## config.mk

```make
export PLATFORM = sky130hd
export DESIGN_NAME = i2c_bus_monitor
export DESIGN_NICKNAME = d
export VERILOG_FILES = /design/src/rtl/i2c_bus_monitor.sv
export SDC_FILE = /design/constraint.sdc
export NUM_CORES = 1
export LEC_CHECK = 0
export CAP_MARGIN = 20
export CORE_UTILIZATION = 56
export CTS_CLUSTER_SIZE = 30
export DETAILED_ROUTE_END_ITERATION = 7
export HOLD_SLACK_MARGIN = 0.03
export PLACE_DENSITY = 0.81
export SLEW_MARGIN = 25
export SYNTH_ARGS = -nofsm -noshare
export SYNTH_HDL_FRONTEND = slang
export SYNTH_SLANG_ARGS = --single-unit
```

## constraint.sdc

```tcl
create_clock -name wb_clk_i -period 2.43 [get_ports wb_clk_i]
set_clock_uncertainty 0.2 [all_clocks]
set_input_delay 0.486 -clock wb_clk_i [delete_from_list [all_inputs] [get_ports wb_clk_i]]
set_output_delay 0.486 -clock wb_clk_i [all_outputs]
set_load 0.005 [all_outputs]
```

## src/rtl/i2c_bus_monitor.sv

```systemverilog
// rtl/i2c_bus_monitor.sv - passive I2C bus monitor with condition, byte and error reporting
//
// Purpose: watches SCL/SDA without ever driving them. Both pads are
// synchronised and deglitched. The monitor then reports START, repeated START
// and STOP, reassembles bytes with their ACK bit, and flags protocol errors
// and SCL-low timeouts.
//
// Ports:
//   wb_clk_i, wb_rst_i     clock, synchronous active-high reset
//   en_i                   monitor enable (sync/filter keep running when low)
//   scl_pad_i, sda_pad_i   raw asynchronous pad inputs
//   start_o, rstart_o      one-cycle pulses: START while idle / while busy
//   stop_o                 one-cycle pulse: STOP
//   busy_o                 level: bus between START and STOP
//   byte_vld_o, byte_o     pulse + held byte after the 8th bit (MSB first)
//   ack_vld_o, ack_o       pulse + held 9th bit (0 = ACK)
//   err_o, err_code_o      pulse + held code: 01 misplaced, 10 simultaneous edge, 11 timeout
//   timeout_o              level: SCL held low too long while busy
module i2c_bus_monitor #(
    parameter int FILTER_LEN  = 3,
    parameter int TIMEOUT_CYC = 1024,
    parameter int TO_W        = 16
) (
    input  logic       wb_clk_i,
    input  logic       wb_rst_i,
    input  logic       en_i,
    input  logic       scl_pad_i,
    input  logic       sda_pad_i,
    output logic       start_o,
    output logic       rstart_o,
    output logic       stop_o,
    output logic       busy_o,
    output logic       byte_vld_o,
    output logic [7:0] byte_o,
    output logic       ack_vld_o,
    output logic       ack_o,
    output logic       err_o,
    output logic [1:0] err_code_o,
    output logic       timeout_o
);

    localparam logic [3:0]      FLT_LAST = 4'(FILTER_LEN - 1);
    localparam logic [TO_W-1:0] TO_LAST  = TO_W'(TIMEOUT_CYC - 1);
    localparam logic [TO_W-1:0] TO_MAX   = TO_W'(TIMEOUT_CYC);

    typedef enum logic {ST_IDLE = 1'b0, ST_BUSY = 1'b1} state_t;

    // Index 0 = SCL, index 1 = SDA throughout the front end.
    logic [1:0]      sync1_q, sync2_q, filt_q, prev_q;
    logic [1:0][3:0] flt_cnt_q;

    state_t          state_q, state_d;
    logic [3:0]      bit_cnt_q;
    logic [6:0]      shift_q;
    logic [TO_W-1:0] to_cnt_q;

    logic scl_f, sda_f;
    logic scl_rise, scl_edge, sda_rise, sda_fall, sda_edge;
    logic start_det, stop_det, simul_err, misplaced, bit_cap, to_run, to_hit;

    // Front end: sync, filter and edge history run regardless of en_i so that
    // re-enabling never sees a stale level as a fresh edge.
    always_ff @(posedge wb_clk_i) begin
        if (wb_rst_i) begin
            sync1_q   <= 2'b11;
            sync2_q   <= 2'b11;
            filt_q    <= 2'b11;
            prev_q    <= 2'b11;
            flt_cnt_q <= '0;
        end else begin
            sync1_q <= {sda_pad_i, scl_pad_i};
            sync2_q <= sync1_q;
            prev_q  <= filt_q;
            for (int i = 0; i < 2; i++) begin
                if (sync2_q[i] == filt_q[i]) begin
                    flt_cnt_q[i] <= '0;
                end else if (flt_cnt_q[i] == FLT_LAST) begin
                    // This is the FILTER_LEN-th consecutive differing sample.
                    filt_q[i]    <= sync2_q[i];
                    flt_cnt_q[i] <= '0;
                end else begin
                    flt_cnt_q[i] <= flt_cnt_q[i] + 4'd1;
                end
            end
        end
    end

    assign scl_f    = filt_q[0];
    assign sda_f    = filt_q[1];
    assign scl_rise = filt_q[0] & ~prev_q[0];
    assign scl_edge = filt_q[0] ^ prev_q[0];
    assign sda_rise = filt_q[1] & ~prev_q[1];
    assign sda_fall = ~filt_q[1] & prev_q[1];
    assign sda_edge = filt_q[1] ^ prev_q[1];

    // SCL must be steadily high: an SCL edge in the same cycle makes the SDA
    // edge ambiguous, and that case is reported separately while busy.
    assign start_det = sda_fall & scl_f & ~scl_edge;
    assign stop_det  = sda_rise & scl_f & ~scl_edge;
    assign simul_err = scl_edge & sda_edge & busy_o;
    assign misplaced = (start_det | stop_det) & (bit_cnt_q != 4'd0);
    assign bit_cap   = busy_o & scl_rise & ~sda_edge;
    assign to_run    = busy_o & ~scl_f;
    assign to_hit    = to_run & (to_cnt_q == TO_LAST);

    // Bus state: state register
    always_ff @(posedge wb_clk_i) begin
        if (wb_rst_i) begin
            state_q <= ST_IDLE;
        end else begin
            state_q <= state_d;
        end
    end

    // Bus state: next state
    always_comb begin
        state_d = state_q;
        if (!en_i) begin
            state_d = ST_IDLE;
        end else if (start_det) begin
            state_d = ST_BUSY;
        end else if (stop_det) begin
            state_d = ST_IDLE;
        end
    end

    // Bus state: outputs
    always_comb begin
        busy_o = (state_q == ST_BUSY);
    end

    // Event pulses, byte assembly, timeout and error reporting.
    always_ff @(posedge wb_clk_i) begin
        if (wb_rst_i) begin
            start_o    <= 1'b0;
            rstart_o   <= 1'b0;
            stop_o     <= 1'b0;
            byte_vld_o <= 1'b0;
            byte_o     <= 8'h00;
            ack_vld_o  <= 1'b0;
            ack_o      <= 1'b0;
            err_o      <= 1'b0;
            err_code_o <= 2'b00;
            timeout_o  <= 1'b0;
            bit_cnt_q  <= '0;
            shift_q    <= '0;
            to_cnt_q   <= '0;
        end else begin
            start_o    <= 1'b0;
            rstart_o   <= 1'b0;
            stop_o     <= 1'b0;
            byte_vld_o <= 1'b0;
            ack_vld_o  <= 1'b0;
            err_o      <= 1'b0;
            if (!en_i) begin
                bit_cnt_q <= '0;
                to_cnt_q  <= '0;
                timeout_o <= 1'b0;
            end else begin
                start_o  <= start_det & ~busy_o;
                rstart_o <= start_det & busy_o;
                stop_o   <= stop_det;

                if (start_det || stop_det) begin
                    bit_cnt_q <= '0;
                end else if (bit_cap) begin
                    if (bit_cnt_q == 4'd8) begin
                        ack_o     <= sda_f;
                        ack_vld_o <= 1'b1;
                        bit_cnt_q <= '0;
                    end else begin
                        shift_q   <= {shift_q[5:0], sda_f};
                        bit_cnt_q <= bit_cnt_q + 4'd1;
                        if (bit_cnt_q == 4'd7) begin
                            byte_o     <= {shift_q, sda_f};
                            byte_vld_o <= 1'b1;
                        end
                    end
                end

                // Saturating so the timeout error fires exactly once per low phase.
                if (!to_run) begin
                    to_cnt_q <= '0;
                end else if (to_cnt_q != TO_MAX) begin
                    to_cnt_q <= to_cnt_q + TO_W'(1);
                end

                if (scl_rise || stop_det) begin
                    timeout_o <= 1'b0;
                end else if (to_hit) begin
                    timeout_o <= 1'b1;
                end

                if (to_hit || misplaced || simul_err) begin
                    err_o      <= 1'b1;
                    err_code_o <= to_hit ? 2'b11 : (misplaced ? 2'b01 : 2'b10);
                end
            end
        end
    end

endmodule

```

-- After elaboration in Yosys (flattened, before gate mapping)
Cells that the tools add are included.
Widths: inputs -> output; s select.
- register bits: 62
- output and inout bits: 19
- word-level logic and storage cells: 94
- add/sub/neg operators: 4
- eq/ne operators: 8
- multiplexer cells: 8
- bitwise gates (word level): 33
- reduce and logical (&&, ||, !) cells: 20
- operators by type and width (operator ; count):
    $add 16x1->16 const B ; 1
    $and 1x1->1 ; 16
    $eq 16x10->1 const B ; 1
    $ne 16x11->1 const B ; 1
    $reduce_or 3->1 ; 5
    $not 1->1 ; 14
    $add 4x1->4 const B ; 3
    $eq 4x2->1 const B ; 2
    $reduce_and 4->1 ; 2
    $reduce_and 2->1 ; 3
    $mux 1 ; 5
    $reduce_and 5->1 ; 1
    $reduce_or 5->1 ; 1
    $eq 4x3->1 const B ; 1
    $eq 4x4->1 const B ; 1
    $logic_or 1x1->1 ; 4
    $mux 2 ; 2
    $mux 4 ; 1
    $reduce_bool 4->1 ; 1
    $reduce_or 4->1 ; 1
    $eq 1x1->1 ; 2
    $reduce_bool 2->1 ; 1
    $reduce_or 2->1 ; 1
    $xor 1x1->1 ; 2
    $or 1x1->1 ; 1

-- Depth between registers and ports, before layout
- word-level depth: 9
- gate-level depth with buffers: 7
- gate-level depth less buffers: 6

-- Worst setup path before layout
OpenSTA, ideal clock, no wires.
- path type: register to register
- start: register filt_q[1]
- end: register byte_o[6]
- library setup time: 0.128 ns
- arrival time: 1.755 ns
- required time: 2.102 ns
- setup slack: 0.348 ns
- stages on the path, launching flop included: 8
- path buffers: 1
- period minus slack after synthesis: 2.082 ns
- cell sequence: dfxtp_1 -> inv_1 -> ha_1 -> and3_1 -> buf_2 -> nand4_1 -> mux2i_1 -> nor2_1
- cells in the longest elaborated chain, start to end: 7
- ends and longest elaborated chain (element ; line ; RTL):
    start: declaration ; 49 ; logic [1:0] sync1_q, sync2_q, filt_q, prev_q;
    start signal: indexed assignment ; 79 ; filt_q[i] <= sync2_q[i];
    $not 1->1 ; 93 ; assign sda_fall = ~filt_q[1] & prev_q[1];
    $and 1x1->1 ; 93 ;
    $and 1x1->1 (2 in a row) ; 98 ; assign start_det = sda_fall & scl_f & ~scl_edge;
    $logic_or 1x1->1 ; 164 ; if (start_det || stop_det) begin
    $not 1->1 (no source line) ; - ;
    $reduce_and 5->1 (no source line) * ; - ;
    end signal: assignment ; 175 ; byte_o <= {shift_q, sda_f};
    end: declaration ; 34 ; output logic [7:0] byte_o,
Mark *: on every way between the ends. The rest lies on a longest branch, timed or not.
A chain may end at the register's enable or synchronous reset.

-- Worst setup path after layout
- start: register filt_q[1]
- end: register shift_q[2]
- cells in the longest elaborated chain, start to end: 7
- ends and longest elaborated chain (element ; line ; RTL):
    $not 1->1 ; 93 ;
    $and 1x1->1 ; 93 ;
    $and 1x1->1 (2 in a row) ; 98 ;
    $logic_or 1x1->1 ; 164 ;
    $not 1->1 (no source line) ; - ;
    $reduce_and 4->1 (no source line) * ; - ;
    end signal: assignment ; 172 ; shift_q <= {shift_q[5:0], sda_f};
    end: declaration ; 54 ; logic [6:0] shift_q;
Marks and branches as above.

==> metrics.md <==
| Metric | Value |
|---|---|
| Outcome | finished, final reports clean |
| Total nets after synthesis | 292 |
| Post-synth cell types | 38 |
| CTS Hold Buffers Added | 0 |
| Clock-pin slew on the worst setup and hold paths | 0.07 ns |
| Largest net degree at the start of global routing | 29 |
| Max clock buf depth | 2 |
| Number of sinks handled by clock tree synthesis | 62 |
| Placer's final routability congestion estimate | 0.7851 |
| Startpoint kind of the worst setup timing path | flip-flop |
| Max Cap Violations | 0 |
| Post-placement cell count | 348 |
| Initial drt markers | 78 |
| Post-CTS setup buffers | 0 |
| Multiplexer share of the synthesized area | 6.211% |
| Sequential share of the synthesized area | 48.13% |
| CP Data Arrival Time | 2.24 ns |
| Data required time of the critical path | 2.46 ns |
| FMAX | 0.4526 GHz |
| Ratio of cells with drive above 1 in the final layout | 10.58% |
| Placement Cell Area | 2880 um2 |
| Antenna diodes | 0 |
| Utilization after layout | 70.58% |
| I/O pin cnt | 24 |
| Kind of end point of the critical path | flip-flop |
| Fin crit share | 90.92% |
| Worst skew pair latency | 0.34 ns |
| Cts bufs inserted | 9 |
| Number of pins with negative max-slew slack in the final report | 0 |
| R2r worst-path depth | 6 |
| Most common flop cell mapped by yosys | sky130_fd_sc_hd__dfxtp_1 |
| H-tree depth | 3 |
| Cts repair resizes | 0 |
| Final Instance Count excl. Fillers | 364 |
| Slowest stage cell on the critical path | sky130_fd_sc_hd__dfxtp_1 |
| Kind of cell with the highest combined delay on the critical path | simple AND/OR/NAND/NOR gates |
| Final nets | 323 |
| Avg Vias per Cell | 5.338 |
| Highest ir drop seen on vdd | 0.4782 mV |
| Number of instances in the synthesized netlist | 276 |
| Number of vias after detailed routing | 1,943 |
| Die boundary width | 69.86 um |
| Average wire per cell in the routed design | 12.52 um |
| Starting density of the core | 58.82% |
| Yosys warnings | 0 |
| Final-report hold violation count | 0 |
| Critical Path Fanout Max | 10 |
| Post-route DRC violation count | 0 |
| Area share of and/or/nand/nor cells after synthesis | 23.05% |
| Share of synthesized cell area in full adder, half adder and majority cells | 5.337% |
| Fraction of synthesis flops using an asynchronous set or reset pin | 0% |
| Design area | 3094 um2 |
| Share of the synthesized netlist area taken by xor and xnor gates | 6.453% |
| Power per cell area | 655.5 nW/um2 |
| Dominant combinational cell family by area after synthesis | simple AND/OR/NAND/NOR gates |
| RSZ-0062 raised after global routing | no |
| Delay of the slowest cell on the worst path | 0.43 ns |
| HP Start | sync1_q[0]$_SDFF_PP1_ |
| GRT overflow | 0 |
| Global-route wire length before repair | 7.734 mm |
| Number of antenna violations at the first check in global routing | 0 |
| Final setup violation count | 0 |
| Relative slew margins | 64.42% |
| Reg2reg end | shift_q[2]$_SDFFE_PP0P_ |
| Per-instance average area after synthesis | 9.343 um2 |
| Syn Std Cell Area | 2579 um2 |
| Number of enable-type register cells in the synthesized netlist | 0 |
| Half-perimeter wire length after placement | 3.248 mm |
| Worst hold path type | reg2reg |
| Wirelength, routed | 4.558 mm |
| Critical Path Sink | shift_q[2]$_SDFFE_PP0P_ |
| CTS tree | yes |
| Die Area | 4880 um2 |
| Antenna viol nets, final | 0 |
| Area overhead of the layout relative to synthesis | 19.99% |
| Number of synthesized register bits | 62 |
| Clock root buffer | sky130_fd_sc_hd__clkbuf_8 |
| Sum of negative setup slack | 0 ns |
| Critical path depth | 6 |
| Min setup slack post-route | 0.2207 ns |
| Startpoint of the worst register-to-register path | filt_q[1]$_SDFFE_PP1P_ |
| Compound-cell area share of the yosys netlist | 6.550% |
| Setup Crit Path Kind | reg2reg |
| Vias in the first global route | 1,798 |
| Die Height | 69.86 um |
| Startpoint of the most critical setup path | filt_q[1]$_SDFFE_PP1P_ |
| Placement row count | 24 |
| Worst Path Buf+Inv | 1 |
| CP Cell Sequence | inv_1, ha_1, and3_1, o2111ai_2, mux2i_1, nor2_1 |
| Core Footprint | 4384 um2 |
| Pin slew with the least headroom to its limit | 0.5336 ns |
| Static leakage | 1.237 nW |
| Final critical path time including I/O delays and setup | 2.209 ns |
| # port buffers | 23 |
| Setup slack of the most critical reg-to-reg path | 0.22 ns |
| Worst setup slack before clock tree synthesis | 0.2198 ns |
| First-pass DRT Iterations | 4 |
| Global routing usage summed across all routing layers | 20.55% |
per-stage QoR:
stage | hold WS, ns | total power (W)
after floorplan | 0.1895 | 0.001065
after global placement | 0.1938 | 0.001079
after detailed placement | 0.1988 | 0.001080
after CTS | 0.2156 | 0.002054
after global routing | 0.2348 | 0.002106
final | 0.2158 | 0.002028
cells by family after synthesis:
group                      after synthesis
and+or+nand+nor                        115
DFF                                     62
buffers and inverters                   27
AOI/OAI and AO/OA                       26
xor gates and xnor gates                19
muxes                                   16
adders and majority gates               11
placed cells by master (no fill, tap or decap), drive strengths merged, types with 11 or more instances in the layout:
cell	netlist	layout
mux2i	16	16
dfxtp	62	62
nor2	45	45
nand3	11	11
xnor2	13	13
inv	17	17
clkdlybuf4s50	0	23
ha	11	11
report_power, final:
part	leakage, nW	total (W)	internal [W]	switching (W)
Sequential	0.500	0.00102	0.00102	0.00000270
Combinational	0.630	0.0000340	0.0000162	0.0000178
Clock	0.106	0.000971	0.000575	0.000396
Total	1.24	0.00203	0.00161	0.000416
Yosys cell counts, types with 2 or more instances:
library cell	number	share of area, %
sky130_fd_sc_hd__dfxtp_1	62	48
sky130_fd_sc_hd__nor2_1	45	6.6
sky130_fd_sc_hd__inv_1	17	2.5
sky130_fd_sc_hd__mux2i_1	16	6.2
sky130_fd_sc_hd__xnor2_1	13	4.4
sky130_fd_sc_hd__ha_1	11	5.3
sky130_fd_sc_hd__nand2_1	10	1.5
sky130_fd_sc_hd__nand3_1	10	1.9
sky130_fd_sc_hd__nor3_1	10	1.9
sky130_fd_sc_hd__a21oi_1	9	1.7
sky130_fd_sc_hd__nand4_1	8	1.9
sky130_fd_sc_hd__clkbuf_1	7	1.0
sky130_fd_sc_hd__o21ai_0	6	1.2
sky130_fd_sc_hd__or2_2	6	1.5
sky130_fd_sc_hd__or3_1	6	1.5
sky130_fd_sc_hd__xor2_1	6	2.0
sky130_fd_sc_hd__nand2b_1	4	0.97
sky130_fd_sc_hd__nor4_1	4	0.97
sky130_fd_sc_hd__and3b_1	3	1.0
sky130_fd_sc_hd__a211o_1	2	0.68
sky130_fd_sc_hd__a31oi_1	2	0.49
sky130_fd_sc_hd__buf_4	2	0.58
sky130_fd_sc_hd__nor3b_1	2	0.58
metal layers:
metal	GRT usage, %	part of all wire, %	routed length (um)	vias up
met1	22.40	45	2053	909
met2	35.36	50	2287	29
met3	8.514	4.0	182	4
met5	0	0	0	-
li1	-	-	-	1001
met4	8.000	0.75	34	0
how the worst min path moves through the flow:
stage                       endpoint  slack [ns]  cells after the start
5_1_grt        sync2_q[0]$_SDFF_PP1_        0.23                      1
6_report       sync2_q[0]$_SDFF_PP1_        0.22                      1
2_1_floorplan  sync2_q[0]$_SDFF_PP1_        0.19                      1
3_3_place_gp   sync2_q[1]$_SDFF_PP1_        0.19                      1
3_5_place_dp   sync2_q[1]$_SDFF_PP1_        0.20                      1
4_1_cts        sync2_q[0]$_SDFF_PP1_        0.22                      1
worst reg2reg max path, delay by kind of cell (launching register included):
kind	cells	cell delay, ns
adders and majority gates	1	0.30
and+or+nand+nor	2	0.44
DFF	1	0.43
AOI/OAI and AO/OA	1	0.37
muxes	1	0.26
buffers and inverters	1	0.10
registers in the layout, indices dropped and copies added, names as in the netlist, 2 cells and up:
signal and cells:
bit_cnt_q 4, byte_o 8, err_code_o 2, filt_q 2
flt_cnt_q 8, prev_q 2, shift_q 7, sync1_q 2
sync2_q 2, to_cnt_q 16
final cells by class:
class | instances | area (um2)
repair buffers | 30 | 282.8
flip-flops and latches | 62 | 1241
fillers | 358 | 1290
inverters | 17 | 63.81
multi-input cells | 187 | 1227
clock buffers | 10 | 127.6
well taps | 52 | 65.06
clock inverters | 6 | 86.33
Power figures use the tool's default switching activity.
